<file path="config.mk">
export PLATFORM = sky130hd
export DESIGN_NAME = div_arbiter
export DESIGN_NICKNAME = d
export VERILOG_FILES = /design/src/rtl/div_arbiter.sv
export SDC_FILE = /design/constraint.sdc
export NUM_CORES = 1
export LEC_CHECK = 0
export ABC_CLOCK_PERIOD_IN_PS = 6850
export CAP_MARGIN = 0
export CORE_MARGIN = 1.5
export CORE_UTILIZATION = 36
export CTS_BUF_LIST = sky130_fd_sc_hd__clkbuf_8
export CTS_CLUSTER_SIZE = 12
export DETAILED_ROUTE_END_ITERATION = 16
export DONT_BUFFER_PORTS = 1
export SLEW_MARGIN = 20
export SYNTH_ARGS = -nofsm -noshare
export SYNTH_HDL_FRONTEND = slang
export SYNTH_HIERARCHICAL = 1
export SYNTH_SLANG_ARGS = --single-unit
</file>
<file path="constraint.sdc">
create_clock -name clk -period 6.85 [get_ports clk]
set_input_delay 1.37 -clock clk [delete_from_list [all_inputs] [get_ports clk]]
set_output_delay 1.37 -clock clk [all_outputs]
set_load 0.02 [all_outputs]
</file>
<file path="src/rtl/div_arbiter.sv">
// Two-requester round-robin front end for a fixed-latency divider.
// Operands are registered to the divider and responses are steered back by a tag pipeline.

module div_rsp_lane #(
  parameter int M  = 26,
  parameter int ID = 0
) (
  input  logic         clk,
  input  logic         rst,
  input  logic         tag_vld,
  input  logic         tag_id,
  input  logic         tag_dz,
  input  logic [M-1:0] merchant,
  output logic         rsp_valid,
  output logic [M-1:0] rsp_quotient,
  output logic         rsp_dz
);
  logic hit;
  assign hit = tag_vld && (tag_id == 1'(ID));

  always_ff @(posedge clk or posedge rst) begin
    if (rst) begin
      rsp_valid    <= 1'b0;
      rsp_quotient <= '0;
      rsp_dz       <= 1'b0;
    end else begin
      rsp_valid <= hit;
      rsp_dz    <= hit & tag_dz;
      if (hit) rsp_quotient <= tag_dz ? '1 : merchant;
    end
  end
endmodule

module div_arbiter #(
  parameter int M   = 26,
  parameter int N   = 14,
  parameter int LAT = 26
) (
  input  logic                      clk,
  input  logic                      rst,
  input  logic                      req0_valid,
  input  logic                      req1_valid,
  output logic                      req0_ready,
  output logic                      req1_ready,
  input  logic [M-1:0]              req0_dividend,
  input  logic [M-1:0]              req1_dividend,
  input  logic [N-1:0]              req0_divisor,
  input  logic [N-1:0]              req1_divisor,
  output logic                      rsp0_valid,
  output logic                      rsp1_valid,
  output logic [M-1:0]              rsp0_quotient,
  output logic [M-1:0]              rsp1_quotient,
  output logic                      rsp0_dz,
  output logic                      rsp1_dz,
  output logic [M-1:0]              div_dividend,
  output logic [N-1:0]              div_divisor,
  input  logic [M-1:0]              div_merchant,
  output logic [$clog2(LAT+2)-1:0]  in_flight
);
  localparam int CW = $clog2(LAT+2);

  logic [1:0]        req_valid, grant;
  logic [1:0]        rsp_valid, rsp_dz;
  logic [1:0][M-1:0] rsp_quotient;
  logic              ptr, xfer, xfer_id;
  logic [M-1:0]      sel_dividend;
  logic [N-1:0]      sel_divisor;
  logic [LAT:0]      vld_pipe, id_pipe, dz_pipe;

  assign req_valid = {req1_valid, req0_valid};

  // ptr holds the last granted id; on a tie the other requester wins.
  always_comb begin
    grant = '0;
    if (!rst) grant = (&req_valid) ? (ptr ? 2'b01 : 2'b10) : req_valid;
  end

  assign req0_ready   = grant[0];
  assign req1_ready   = grant[1];
  assign xfer         = |grant;
  assign xfer_id      = grant[1];
  assign sel_dividend = xfer_id ? req1_dividend : req0_dividend;
  assign sel_divisor  = xfer_id ? req1_divisor  : req0_divisor;

  always_ff @(posedge clk or posedge rst) begin
    if (rst) begin
      ptr          <= 1'b1;
      div_dividend <= '0;
      div_divisor  <= '0;
      vld_pipe     <= '0;
      id_pipe      <= '0;
      dz_pipe      <= '0;
      in_flight    <= '0;
    end else begin
      if (xfer) begin
        ptr          <= xfer_id;
        div_dividend <= sel_dividend;
        div_divisor  <= sel_divisor;
      end
      vld_pipe <= {vld_pipe[LAT-1:0], xfer};
      id_pipe  <= {id_pipe[LAT-1:0], xfer_id};
      dz_pipe  <= {dz_pipe[LAT-1:0], sel_divisor == '0};
      // Oldest tag retires on the same edge its response is registered.
      case ({xfer, vld_pipe[LAT]})
        2'b10:   in_flight <= in_flight + CW'(1);
        2'b01:   in_flight <= in_flight - CW'(1);
        default: in_flight <= in_flight;
      endcase
    end
  end

  for (genvar g = 0; g < 2; g++) begin : g_lane
    div_rsp_lane #(.M(M), .ID(g)) u_lane (
      .clk          (clk),
      .rst          (rst),
      .tag_vld      (vld_pipe[LAT]),
      .tag_id       (id_pipe[LAT]),
      .tag_dz       (dz_pipe[LAT]),
      .merchant     (div_merchant),
      .rsp_valid    (rsp_valid[g]),
      .rsp_quotient (rsp_quotient[g]),
      .rsp_dz       (rsp_dz[g])
    );
  end

  assign rsp0_valid    = rsp_valid[0];
  assign rsp1_valid    = rsp_valid[1];
  assign rsp0_quotient = rsp_quotient[0];
  assign rsp1_quotient = rsp_quotient[1];
  assign rsp0_dz       = rsp_dz[0];
  assign rsp1_dz       = rsp_dz[1];
endmodule

</file>
==> results.toml <==
[die]
io_pins = 213
start_util = 0.366
dieArea_sq_um = 20600
die_w_um = 143
die_y_um = 143
rows = 51
core-area_sq_um = 19400

[synth]
synth.yosys.warnings = 6
synthesis.nets = 663
yosys.area_share.simple = 0.0767
syn_inst = 548
muxShareOfSynthArea = 0.0945
synth_area_sq_um = 7090
ys_seq_area_frac = 0.646
yosysUniqueCellTypes = 42
synth_area_leader_cell = "dfrtp_1"
synthFlopType = "dfrtp_1"
synth_area_per_cell_sq_um = 12.9
synth-edff-count = 0
yosys.area.top_type_share = 0.642
synth_compound_area_frac = 0.106
synth_xor_area_frac = 0.00370
synth_top_family_by_area = "compound AO/OA/AOI/OAI gates"
async_flop_share = 1.00
synth-adder-area-share = 0.00988
synthTopCellsByArea = "dfrtp_1, mux2i_1, a21oi_4"
ys_ff_latch = 183

[global_route]
grt-ovfl-total = 0
grt_use_total = 0.140
antenna_found_initial = 0
first_global_vias = 4194
grt_max_degree = 75
grt_pass1_wl_um = 21800

[setup_path]
startpoint_type = "primary input"
max_stage_delay_ns = 0.82
required_ns = 5.48
arrival_ns = 2.60
regToRegSetupSlack_ns = 4.80
endpoint_kind = "output port"
crit_chain = "inv_6 -> and3_4"
cp.buffers_inverters = 1
critPathSlowestCell = "and3_4"
path_class = "primary input to output port"
critPathMaxFanout = 57
crit_family = "simple AND/OR/NAND/NOR gates"

[drt]
vias = 3952
drt_iter0_markers = 141
route.final.wire_length_um = 14100
ant_nets = 0
routed_via_density = 4.84
drt_first_pass_iters = 4
drc = 0
wl_per_cell_um = 17.2

[cells_and_area]
drive_above_1_share = 0.123
synthToLayoutAreaGrowth_pct = 6.56
antennaDiodeCount = 0
instances_no_fill = 817
final_util = 0.390
n_fill_cell = 1839
final_nets = 654

[power_and_ir_drop]
leakagePower_nw = 3.45
peakVddDrop_mv = 0.109
seq_power_share = 0.585
p_switching_w = 0.000796
internal_power_w = 0.00166
clockPowerShare = 0.296
switching_share = 0.324
design_power_total_w = 0.00246
p_per_area_nw_per_um2 = 325
comb_power_share = 0.119

[sta]
fin_skew_ns = 0.0184
drv_slew = 0
fin_crit_ns = 3.97
tns_ns = 0
max_slew_margin = 0.302
max_freq_ghz = 0.252
hold_violations = 0
rsz0062_at_grt = "false"
worst-slew-pin-transition_ns = 1.05
layout_setup_ws_ns = 2.88
period_share = 0.579
setup_viol = 0

[clock_tree]
cts_root_buf = "clkbuf_8"
cts-htree-levels = 4
cts_hold_buf = 0
cts.sinks = 183
postCtsSetupBuffers = 0
clock_latency_ns = 0.45
cts_max_path_buffers = 2
cts_resized = 0
cts_buffers = 17
cts_tree = "done"
clkTransAtPathRegs_ns = 0.10

[place]
portBuffers = 0
dp_cells = 785
gp_congestion = 0.893
dp_hpwl_um = 9570
pre_cts_ws_ns = 2.85

[run]
cap_violations = 0

[min_path]
hold_class = "register to register"

[outcome]
status = "complete, no violations"
## Yosys cell counts (2+ instances only)
cell        n
dfrtp_1   182
mux2i_1    67
nor2_1     53
nand2_1    43
o21ai_1    37
a21oi_1    34
inv_1      31
a21oi_4    19
buf_2      16
buf_12      9
o21ai_0     9
nor4_1      5
ha_1        4
a21o_1      2
and3_1      2
buf_4       2
buf_6       2
clkbuf_2    2
inv_2       2
nand2b_1    2
nand4_1     2
nor2b_4     2
xor2_1      2
## placed cells by master, fill, tap and decap left out, types with 2 or more instances in the layout
master	count
xor2_1	2
inv_2	3
clkbuf_8	21
nor2_1	53
o21ai_0	8
a21oi_4	19
mux2i_1	67
clkinv_4	3
o21ai_1	37
nand4_1	2
nand2b_1	2
clkinv_2	2
ha_1	4
nor4_1	5
nor2b_4	2
clkinvlp_4	2
inv_1	29
a21o_1	2
nand2_1	43
dfrtp_1	182
a21oi_1	34
buf_4	5
and3_1	2
inv_6	2
## final cells by class
class / instances / area [sq um] / share of cell area
multi-input cells: 299 / 2070 / 0.274
inverters: 33 / 129 / 0.0171
well taps: 265 / 332 / 0.0439
clock inverters: 11 / 118 / 0.0156
clock buffers: 21 / 289 / 0.0382
flip-flops and latches: 183 / 4580 / 0.606
repair buffers: 5 / 37.5 / 0.00497
## registers in the layout, summed over array words and instances (netlist names)
register	flops
div_divisor	14
vld_pipe	27
in_flight	5
g_lane.u_lane/rsp_quotient	52
div_dividend	26
dz_pipe	27
g_lane.u_lane/rsp_dz	2
g_lane.u_lane/rsp_valid	2
id_pipe	27
ptr	1
## power by group through the flow
stage / clock network, W / logic, W / registers, W
after floorplan: 0 / 0.000260 / 0.00142
after global placement: 0 / 0.000273 / 0.00146
after detailed placement: 0 / 0.000295 / 0.00146
after CTS: 0.000759 / 0.000294 / 0.00144
after global routing: 0.000809 / 0.000330 / 0.00146
final: 0.000727 / 0.000291 / 0.00144
## routing by layer
layer  share of wire  vias up  GRT usage
met5               0        -          0
met4           0.024        0     0.0644
met3            0.11       22     0.0516
met2            0.49      206      0.238
met1            0.38     1930      0.154
li1                -     1794          -
## through the flow
| stage | hold WS (ns) | cell area (sq um) |
|---|---|---|
| finish | 0.341 | 7560 |
| global route | 0.357 | 7560 |
| floorplan | 0.331 | 7090 |
| CTS | 0.350 | 7560 |
| global placement | 0.334 | 7150 |
| detailed placement | 0.335 | 7150 |
## path summary, 6_finish.rpt
check | from | to | cells after the start
min in group asynchronous | rst | id_pipe[22] | 1
min | dz_pipe[23] | dz_pipe[24] | 0
max in group asynchronous | rst | dz_pipe[2] | 2
max reg2reg | vld_pipe[26] | in_flight[4] | 6
max | rst | req1_ready | 2
min reg2reg | dz_pipe[23] | dz_pipe[24] | 0
## logic make-up (layout without fill, tap and decap cells)
| kind of cell | Yosys count | count (layout) |
|---|---|---|
| and+or+nand+nor | 120 | 120 |
| xor gates and xnor gates | 3 | 3 |
| AOI/OAI and AO/OA | 104 | 104 |
| DFF | 183 | 183 |
| buffers and inverters | 66 | 70 |
| adders and majority gates | 5 | 5 |
| muxes | 67 | 67 |
Note: power is estimated with default switching activity, not from simulation.
